==> config.mk <==
export PLATFORM = sky130hd
export DESIGN_NAME = display_arbiter_flat
export DESIGN_NICKNAME = d
export VERILOG_FILES = /design/src/rtl/display_arbiter_if.sv /design/src/rtl/display_arbiter.sv /design/src/flat_wrapper.sv
export SDC_FILE = /design/constraint.sdc
export NUM_CORES = 1
export LEC_CHECK = 0
export ABC_AREA = 0
export CORE_ASPECT_RATIO = 1.4
export CORE_MARGIN = 2
export CORE_UTILIZATION = 47
export CTS_CLUSTER_SIZE = 24
export DETAILED_ROUTE_END_ITERATION = 10
export GPL_TIMING_DRIVEN = 0
export PLACE_DENSITY = 0.82
export SLEW_MARGIN = 20
export SYNTH_ARGS = -nofsm -noshare
export SYNTH_HDL_FRONTEND = slang
export SYNTH_SLANG_ARGS = --single-unit
==> constraint.sdc <==
create_clock -name clk -period 2.6 [get_ports clk]
set_input_delay 0.39 -clock clk [delete_from_list [all_inputs] [get_ports clk]]
set_output_delay 0.39 -clock clk [all_outputs]
set_load 0.005 [all_outputs]
==> src/rtl/display_arbiter_if.sv <==
// Request/grant bundle between display requesters and the display arbiter.
// req is a level request; ack is a one-cycle pulse on the edge that captures the requester's data.
interface display_arbiter_if #(
    parameter int N    = 32,
    parameter int NREQ = 4
);
    logic [NREQ-1:0]   req;
    logic [NREQ*N-1:0] data;
    logic [NREQ-1:0]   ack;
    logic [NREQ-1:0]   grant;
    logic [N-1:0]      dout;
    logic              busy;

    modport master (output req, output data, input ack, input grant, input dout, input busy);
    modport slave  (input req, input data, output ack, output grant, output dout, output busy);
endinterface

==> src/rtl/display_arbiter.sv <==
// Round-robin arbiter sharing one seven-segment display value among NREQ requesters,
// holding each grant for at least DWELL_CYCLES clocks.
module display_arbiter #(
    parameter int N            = 32,
    parameter int NREQ         = 4,
    parameter int DWELL_CYCLES = 100000000
) (
    input  logic               clk,
    input  logic               rst,
    display_arbiter_if.slave   bus,
    output logic               o_dbg_state
);
    localparam int CW = (DWELL_CYCLES > 1) ? $clog2(DWELL_CYCLES) : 1;
    localparam int PW = $clog2(NREQ);
    localparam logic [CW-1:0] CNT_LOAD = CW'(DWELL_CYCLES - 1);
    localparam logic [PW-1:0] PTR_RST  = PW'(NREQ - 1);

    typedef enum logic {IDLE = 1'b0, SHOW = 1'b1} state_t;

    state_t          r_state, w_state_nx;
    logic [CW-1:0]   r_cnt, w_cnt_nx;
    logic [PW-1:0]   r_ptr, w_ptr_nx;
    logic [N-1:0]    r_dout, w_dout_nx;
    logic [NREQ-1:0] r_grant, w_grant_nx;
    logic [NREQ-1:0] r_ack, w_ack_nx;

    logic [N-1:0]    w_slot [NREQ];
    logic            w_found;
    logic [PW-1:0]   w_pick;
    logic [PW-1:0]   w_idx;
    logic            w_rearb;

    always_comb begin
        for (int i = 0; i < NREQ; i++) begin
            w_slot[i] = bus.data[i*N +: N];
        end
    end

    // Search starts just after the last owner and wraps, so every requester gets a turn.
    always_comb begin
        w_found = 1'b0;
        w_pick  = r_ptr;
        w_idx   = r_ptr;
        for (int j = 1; j <= NREQ; j++) begin
            w_idx = PW'((int'(r_ptr) + j) % NREQ);
            if (!w_found && bus.req[w_idx]) begin
                w_found = 1'b1;
                w_pick  = w_idx;
            end
        end
    end

    always_comb begin
        w_state_nx = r_state;
        w_cnt_nx   = r_cnt;
        w_ptr_nx   = r_ptr;
        w_dout_nx  = r_dout;
        w_grant_nx = r_grant;
        w_ack_nx   = '0;
        w_rearb    = (r_state == IDLE) || (r_cnt == '0);
        if (w_rearb) begin
            if (w_found) begin
                w_state_nx = SHOW;
                w_cnt_nx   = CNT_LOAD;
                w_ptr_nx   = w_pick;
                w_dout_nx  = w_slot[w_pick];
                w_grant_nx = NREQ'(1) << w_pick;
                w_ack_nx   = NREQ'(1) << w_pick;
            end else begin
                w_state_nx = IDLE;
                w_grant_nx = '0;
            end
        end else begin
            // Mid-dwell: follow the owner's data live, freeze once its request drops.
            w_cnt_nx = r_cnt - CW'(1);
            if (bus.req[r_ptr]) begin
                w_dout_nx = w_slot[r_ptr];
            end
        end
    end

    always_ff @(posedge clk or posedge rst) begin
        if (rst) begin
            r_state <= IDLE;
            r_cnt   <= '0;
            r_ptr   <= PTR_RST;
            r_dout  <= '0;
            r_grant <= '0;
            r_ack   <= '0;
        end else begin
            r_state <= w_state_nx;
            r_cnt   <= w_cnt_nx;
            r_ptr   <= w_ptr_nx;
            r_dout  <= w_dout_nx;
            r_grant <= w_grant_nx;
            r_ack   <= w_ack_nx;
        end
    end

    assign bus.ack     = r_ack;
    assign bus.grant   = r_grant;
    assign bus.dout    = r_dout;
    assign bus.busy    = (r_state == SHOW);
    assign o_dbg_state = r_state;
endmodule

==> src/flat_wrapper.sv <==
// flat-port wrapper written by rule: the top's interface ports become plain ports
module display_arbiter_flat 
#(
    parameter int N            = 32,
    parameter int NREQ         = 4,
    parameter int DWELL_CYCLES = 100000000
)
  (clk, rst, o_dbg_state, bus_req, bus_data, bus_ack, bus_grant, bus_dout, bus_busy);
  display_arbiter_if #(.N(N), .NREQ(NREQ)) bus_i ();
  input  logic clk;
  input  logic rst;
  output logic o_dbg_state;
  input wire logic [$bits(bus_i.req)-1:0] bus_req;
  input wire logic [$bits(bus_i.data)-1:0] bus_data;
  output wire logic [$bits(bus_i.ack)-1:0] bus_ack;
  output wire logic [$bits(bus_i.grant)-1:0] bus_grant;
  output wire logic [$bits(bus_i.dout)-1:0] bus_dout;
  output wire logic [$bits(bus_i.busy)-1:0] bus_busy;
  assign bus_i.req = bus_req;
  assign bus_i.data = bus_data;
  assign bus_ack = bus_i.ack;
  assign bus_grant = bus_i.grant;
  assign bus_dout = bus_i.dout;
  assign bus_busy = bus_i.busy;
  display_arbiter #(.N(N), .NREQ(NREQ), .DWELL_CYCLES(DWELL_CYCLES)) u_core (.clk(clk), .rst(rst), .bus(bus_i), .o_dbg_state(o_dbg_state));
endmodule
==> flow_summary.json <==
{
  "hold_path_class": "input pin to asynchronous set/reset pin",
  "first_pass_iters": 5,
  "use_met1_pct": 31.62,
  "crit_fanout": 10,
  "synthTopCellsByCount": "dfrtp_1, mux4_2, o21ai_0, nand2_1, a21o_1",
  "routedWlPerCell_microns": 21.15,
  "slew_headroom_pct": 47.42,
  "grt.busiest_layer": "met2",
  "fp.coreArea_sq_um": 10870,
  "cellLeakagePower_nw": 2.995,
  "antenna_cells": 0,
  "async_flop_share_pct": 100.0,
  "yosysTopAreaCellShare_pct": 32.50,
  "required_ps": 2820,
  "placed_cells_incl_taps": 779,
  "hold_buffers": 0,
  "layout.nets": 791,
  "grt_pass1_wl_mm": 26.56,
  "use_met3_pct": 5.679,
  "setup_viol": 0,
  "endpoint_kind": "flip-flop",
  "ir_worst_vdd_mv": 0.3123,
  "postRouteAntennaNets": 0,
  "startpoint_type": "flip-flop",
  "cts_buffer_depth": 2,
  "worst_pin_slew_ps": 781.5,
  "p_per_area_nw_per_um2": 476.0,
  "synthTopCellsByArea": "dfrtp_1, mux4_2, o2bb2ai_1, a21o_1, o21ai_0",
  "status": "finished, final reports clean",
  "start_util_pct": 48.18,
  "clock_skew_ps": 4.627,
  "report.final.slew_viol_count": 0,
  "arrival_ps": 2770,
  "fin_crit_sh_pct": 98.15,
  "grt_util_met2_pct": 52.64,
  "max_freq_mhz": 391.9,
  "grt_overflow": 0,
  "chipWidth_microns": 93.20,
  "drt_iter0_drc": 369,
  "dp_hpwl_mm": 12.64,
  "cts-root-buf": "clkbuf_16",
  "insertion_delay_ps": 330,
  "yosysTopAreaCell": "dfrtp_1",
  "hold_viol": 0,
  "synth_edf_count": 0,
  "place.gp.congestion": 0.8654,
  "drc": 0,
  "io_pins": 176,
  "grtUsageTotal_pct": 28.52,
  "cts_max_level": 3,
  "port_buffers": 175,
  "stdcell_count": 801,
  "yosys_warnings": 0,
  "ys_dominant_reg_cell": "dfrtp_1",
  "syn_nets": 598,
  "rows": 45,
  "cts_tree": "done",
  "syn-instance-count": 462,
  "wl_mm": 16.94,
  "rr_worst_depth": 7,
  "cap_violations": 0,
  "finalCriticalPeriod_ps": 2552,
  "grt_max_degree": 56,
  "synth_seq_area_share_pct": 33.51,
  "ys_ff_latch": 70,
  "yosysMostFrequentCell": "dfrtp_1",
  "dieHeight_microns": 128.9,
  "rsz0062_at_grt": "yes",
  "die-area_sq_um": 12010,
  "num_vias": 5167,
  "worstSetupPathType": "flip-flop to flip-flop",
  "drive_gt1_share_pct": 20.61,
  "antenna_found_initial": 0,
  "clk_pin_slew_worst_paths_ps": 60,
  "cts-buffers-inserted": 9,
  "ys_types": 52,
  "setup-tns-final_ps": 0,
  "syn_area_sq_um": 5235,
  "postSynthAreaPerCell_sq_um": 11.33,
  "cts_sinks": 70,
  "utilization_pct": 70.47,
  "area_growth_pct": 46.27,
  "grt_pass1_vias": 5504,
  "viasPerCell": 6.451
}
## what timing repair did
item / in CTS / in global routing
endpoints found under the setup margin: 52 / 63
pin swaps: 3 / 4
endpoints found under the hold margin: 0 / 0
resized for setup: 19 / 27
setup buffers: 5 / 4
## power breakdown
group / switching, W / internal [W] / leakage [nW] / total (W)
clock network: 0.000445 / 0.000672 / 0.128 / 0.00112
logic: 0.000461 / 0.000700 / 2.07 / 0.00116
registers: 0.000132 / 0.00124 / 0.798 / 0.00137
## registers in the layout, summed over array words and instances (netlist names)
name	cells
u_core.bus.dout	32
u_core.r_cnt	27
u_core.bus.ack	4
u_core.bus.grant	4
u_core.r_ptr	2
u_core.bus.busy	1
## worst paths after layout
path                                              endpoint  slack, ps                    startpoint
min reg2reg                    u_core.r_cnt[7]$_DFFE_PP0P_        480   u_core.r_cnt[7]$_DFFE_PP0P_
max in group asynchronous      u_core.r_ptr[0]$_DFFE_PP1P_       1670                           rst
min                        u_core.bus.dout[31]$_DFFE_PP0P_        340                           rst
max                        u_core.bus.dout[22]$_DFFE_PP0P_         50  u_core.r_cnt[12]$_DFFE_PP0P_
max reg2reg                u_core.bus.dout[22]$_DFFE_PP0P_         50  u_core.r_cnt[12]$_DFFE_PP0P_
min in group clk               u_core.r_cnt[7]$_DFFE_PP0P_        480   u_core.r_cnt[7]$_DFFE_PP0P_
## through the flow
step | total power (W) | worst slack [ps] | hold WS (ps) | area (sq um)
after floorplan | 0.001938 | 239.9 | 434.3 | 5235
after global placement | 0.002448 | -773.1 | 451.2 | 7163
after detailed placement | 0.002509 | -774.8 | 468.1 | 7193
after CTS | 0.003638 | 24.43 | 347.0 | 7565
after global routing | 0.003808 | -27.45 | 359.1 | 7657
final | 0.003645 | 48.21 | 340.1 | 7657
## layout by cell type, fill, tap and decap left out, drive strengths merged, types with 4 or more instances in the layout
| cell type | Yosys | final |
|---|---|---|
| clkdlybuf4s50 | 0 | 175 |
| dfrtp | 68 | 68 |
| mux4 | 65 | 65 |
| o21ai | 48 | 48 |
| nand2 | 37 | 37 |
| clkbuf | 20 | 36 |
| a21o | 34 | 34 |
| o2bb2ai | 32 | 32 |
| buf | 22 | 27 |
| nor3 | 19 | 19 |
| nor2 | 14 | 14 |
| a21oi | 10 | 10 |
| nand3 | 9 | 9 |
| or4 | 9 | 9 |
| mux2i | 7 | 7 |
| nor4 | 7 | 7 |
| inv | 6 | 6 |
| and3 | 5 | 5 |
| a31oi | 5 | 5 |
| nand2b | 4 | 4 |
| a32o | 4 | 4 |
## metal layers
metal  vias up  share of wire, %
met4         0               2.9
met1      2612                36
met2       247                55
li1       2261                 -
met5         -                 0
met3        47               6.2
## critical path, stage by stage, from the launching register on
cell,delay [ps]
dfrtp_1,450
or4_4,610
or4_4,530
o21ai_4,210
buf_4,170
clkbuf_4,210
o2bb2ai_1,90
a21o_1,170
## logic make-up (layout without fill, tap and decap cells)
| kind of cell | Yosys count | count (layout) | share of synthesized area [%] |
|---|---|---|---|
| AO/OA/AOI/OAI | 154 | 154 | 20.84 |
| AND/OR/NAND/NOR | 116 | 116 | 11.90 |
| multiplexers | 72 | 72 | 29.30 |
| flip-flops | 70 | 70 | 33.51 |
| buffers and inverters | 48 | 246 | 3.967 |
| adder cells (fa/ha/maj) | 2 | 2 | 0.4779 |
## final cells by class
cell class / instances / area [sq um]
multi-input cells: 344 / 3377
fillers: 777 / 3209
repair buffers: 185 / 1847
flip-flops and latches: 70 / 1758
clock buffers: 15 / 257.7
plain buffers: 39 / 211.5
well taps: 141 / 176.4
inverters: 6 / 25.02
clock inverters: 1 / 5.005
Power figures use the tool's default switching activity.
==> patch, RTL diff (same settings) <==
`DWELL_CYCLES` is set to 100000000 in 2 places; all go to 50000000.
--- a/src/rtl/display_arbiter.sv
+++ b/src/rtl/display_arbiter.sv
@@ -3,7 +3,7 @@
 module display_arbiter #(
     parameter int N            = 32,
     parameter int NREQ         = 4,
-    parameter int DWELL_CYCLES = 100000000
+    parameter int DWELL_CYCLES = 50000000
 ) (
     input  logic               clk,
     input  logic               rst,
--- a/src/flat_wrapper.sv
+++ b/src/flat_wrapper.sv
@@ -3,7 +3,7 @@
 #(
     parameter int N            = 32,
     parameter int NREQ         = 4,
-    parameter int DWELL_CYCLES = 100000000
+    parameter int DWELL_CYCLES = 50000000
 )
   (clk, rst, o_dbg_state, bus_req, bus_data, bus_ack, bus_grant, bus_dout, bus_busy);
   display_arbiter_if #(.N(N), .NREQ(NREQ)) bus_i ();
Formal check against the unedited RTL: same outputs for any inputs over 4 cycles, from zero or initial values and one cycle with rst high; that may be too few to reach the edited logic, so the function may still have changed.
==> patch against the unedited design <==
The run now ends with negative setup slack left. Critical path type unchanged. Setup slack worse by 0.095 ns. Power is 15% higher. Sequential cell count is 1 lower. Die area is 5.2% lower. Utilization is 4.0 points higher. Area after synthesis is 5.4% lower. Sequential share of layout area is 0.35 points lower. Design area hardly changed. Wire length is 3.8% lower. Clock skew is 0.0040 ns higher.
==> patch: results (changes against the unedited design) <==
----------------------------------------------------
[Run status]
  Run status ... finished, violations left
  Violations in the final reports ... negative setup slack

[Global routing]
  Overall track demand over capacity in global routing ... 28.3% (-0.27 points)
  Antenna violations before repair ... 0 (unchanged)
  Global-route met2 utilization ... 51.8% (-0.84 points)
  Global Route met1 Usage ... 30.3% (-1.3 points)
  Wire length of the first global-routing pass ... 25300 um (-4.7%)
  Pin count of the biggest net entering global routing ... 54 (-3.6%)
  Vias in the first global route ... 5191 (-5.7%)
  Met3 global-route usage ... 6.27% (+0.59 points)

[Power and ir drop]
  Static Leak ... 2.87 nW (-4.2%)
  Worst vdd rail ir drop ... 0.342 mV (+9.5%)
  Internal power of the cells ... 0.00298 W (+14%)

[Routing]
  Wire length per cell ... 21.9 um (+3.5%)
  Iter 0 DRT Violations ... 276 (-25%)
  Total number of vias ... 4723 (-8.6%)
  Total Wirelength ... 16300 um (-3.8%)

[STA]
  Total negative slack ... -0.333 ns (-0.333 ns)
  Fin Clk Skew ... 0.00860 ns (+0.00397 ns)
  Setup Viol. Count Final ... 22 (+22)
  Transition at the pin with the smallest max-transition slack ... 0.820 ns (+0.0386 ns)
  Setup WS post-layout ... -0.0464 ns (-0.0946 ns)

[Placed design]
  HPWL after detailed placement ... 11900 um (-6.0%)
  Placed instance area ... 6920 um2 (-3.8%)
  Post-placement setup slack ... -0.911 ns (-0.136 ns)
  Placer congestion estimate ... 0.866 (about the same)

[Synthesis]
  Leading cell types by total area after synthesis ... sky130_fd_sc_hd__dfrtp_1 34%, sky130_fd_sc_hd__mux4_2 30%, sky130_fd_sc_hd__o22a_1 5.7%
  Count of mapped cells out of synthesis ... 394 (-15%)
  Synth Net Count ... 530 (-11%)
  Post-synthesis sequential area ratio ... 34.9% (+1.4 points)
  Ranking of synthesized cells by instance count ... 67 x sky130_fd_sc_hd__dfrtp_1, 65 x sky130_fd_sc_hd__mux4_2, 33 x sky130_fd_sc_hd__o21a_1
  Top flip-flop cell by instance count after synthesis ... sky130_fd_sc_hd__dfrtp_1
  Count of different cell masters after synthesis ... 54 (+3.8%)

[Finish]
  Layout cell share with drive strength beyond 1 ... 26.5% (+5.9 points)
  Flip-flop count of the largest register after layout ... 32 (unchanged)
  Total number of nets in the final design ... 738 (-6.7%)

[Clock network]
  Reg clk slew, reported paths ... 0.06 ns (about the same)
  CTS H-tree depth ... 3 (unchanged)

[Critical path]
  Crit-path max cell delay ... 0.47 ns (-0.14 ns)

----------------------------------------------------
## patch: cell types whose count changed in the layout (fill, tap and decap cells not counted), sizes merged, moves of 30 or more
| cell | unedited run | this run |
|---|---|---|
| o21a | 3 | 33 |
| a21o | 34 | 1 |
| o22a | 0 | 32 |
| o2bb2ai | 32 | 0 |
| nand2 | 37 | 7 |
| o21ai | 48 | 12 |
## patch: worst register-to-register path, stage by stage, from the launching register on
cell and delay (ns):
sky130_fd_sc_hd__dfrtp_1 0.39, sky130_fd_sc_hd__inv_2 0.09, sky130_fd_sc_hd__ha_4 0.13, sky130_fd_sc_hd__or4b_4 0.47, sky130_fd_sc_hd__or4_4 0.44, sky130_fd_sc_hd__buf_8 0.16, sky130_fd_sc_hd__o31ai_4 0.25, sky130_fd_sc_hd__buf_4 0.19
sky130_fd_sc_hd__buf_6 0.14, sky130_fd_sc_hd__a21oi_1 0.05, sky130_fd_sc_hd__a31o_2 0.22
## patch: final timing paths
| check | start | to | depth (start not counted) | slack, ns |
|---|---|---|---|---|
| worst max register to register | u_core.r_cnt[0] | u_core.r_cnt[8] | 10 | -0.05 |
| max in group asynchronous | rst | u_core.r_ptr[0] | 3 | 1.66 |
| worst min register to register | u_core.r_cnt[25] | u_core.r_cnt[25] | 1 | 0.48 |
| worst max-delay path | u_core.r_cnt[0] | u_core.r_cnt[8] | 10 | -0.05 |
| worst min-delay path | rst | u_core.r_cnt[11] | 2 | 0.34 |
| min in group clk | u_core.r_cnt[25] | u_core.r_cnt[25] | 1 | 0.48 |
## patch: repair_timing
item	in CTS	in global routing
resized for setup	45	28
pin swaps	8	21
buffers inserted	17	2
gates cloned	1	2
setup endpoints to repair	66	64
## patch: layout make-up
type / count / area (um2)
multi-input combinational: 284 / 3160
fill: 637 / 2630
timing repair buffer: 199 / 1990
sequential: 69 / 1730
clock buffer: 11 / 253
buffer: 32 / 245
tap: 138 / 173
clock inverter: 5 / 82.6
inverter: 7 / 28.8
## patch: routing by layer
| layer | routed length (um) | vias to the layer above |
|---|---|---|
| met3 | 1180 | 57 |
| met2 | 8920 | 242 |
| met5 | 0 | - |
| met4 | 613 | 0 |
| li1 | - | 2060 |
| met1 | 5590 | 2364 |
## patch: cells by family (layout without fill, tap and decap cells)
group / Yosys count / after routing / synth area share (%)
buf+inv: 41 / 254 / 3.84
simple gates: 86 / 86 / 10.1
mux: 71 / 71 / 30.8
fa+ha+maj: 2 / 2 / 0.505
compound gates: 125 / 125 / 19.9
flops: 69 / 69 / 34.9
## patch: power groups by stage
stage	Combinational [W]	Clock [W]	Sequential [W]
global route	0.00151	0.00141	0.00142
detailed placement	0.00131	0	0.00140
global placement	0.00125	0	0.00139
finish	0.00142	0.00137	0.00140
floorplan	0.000714	0	0.00138
CTS	0.00138	0.00136	0.00139
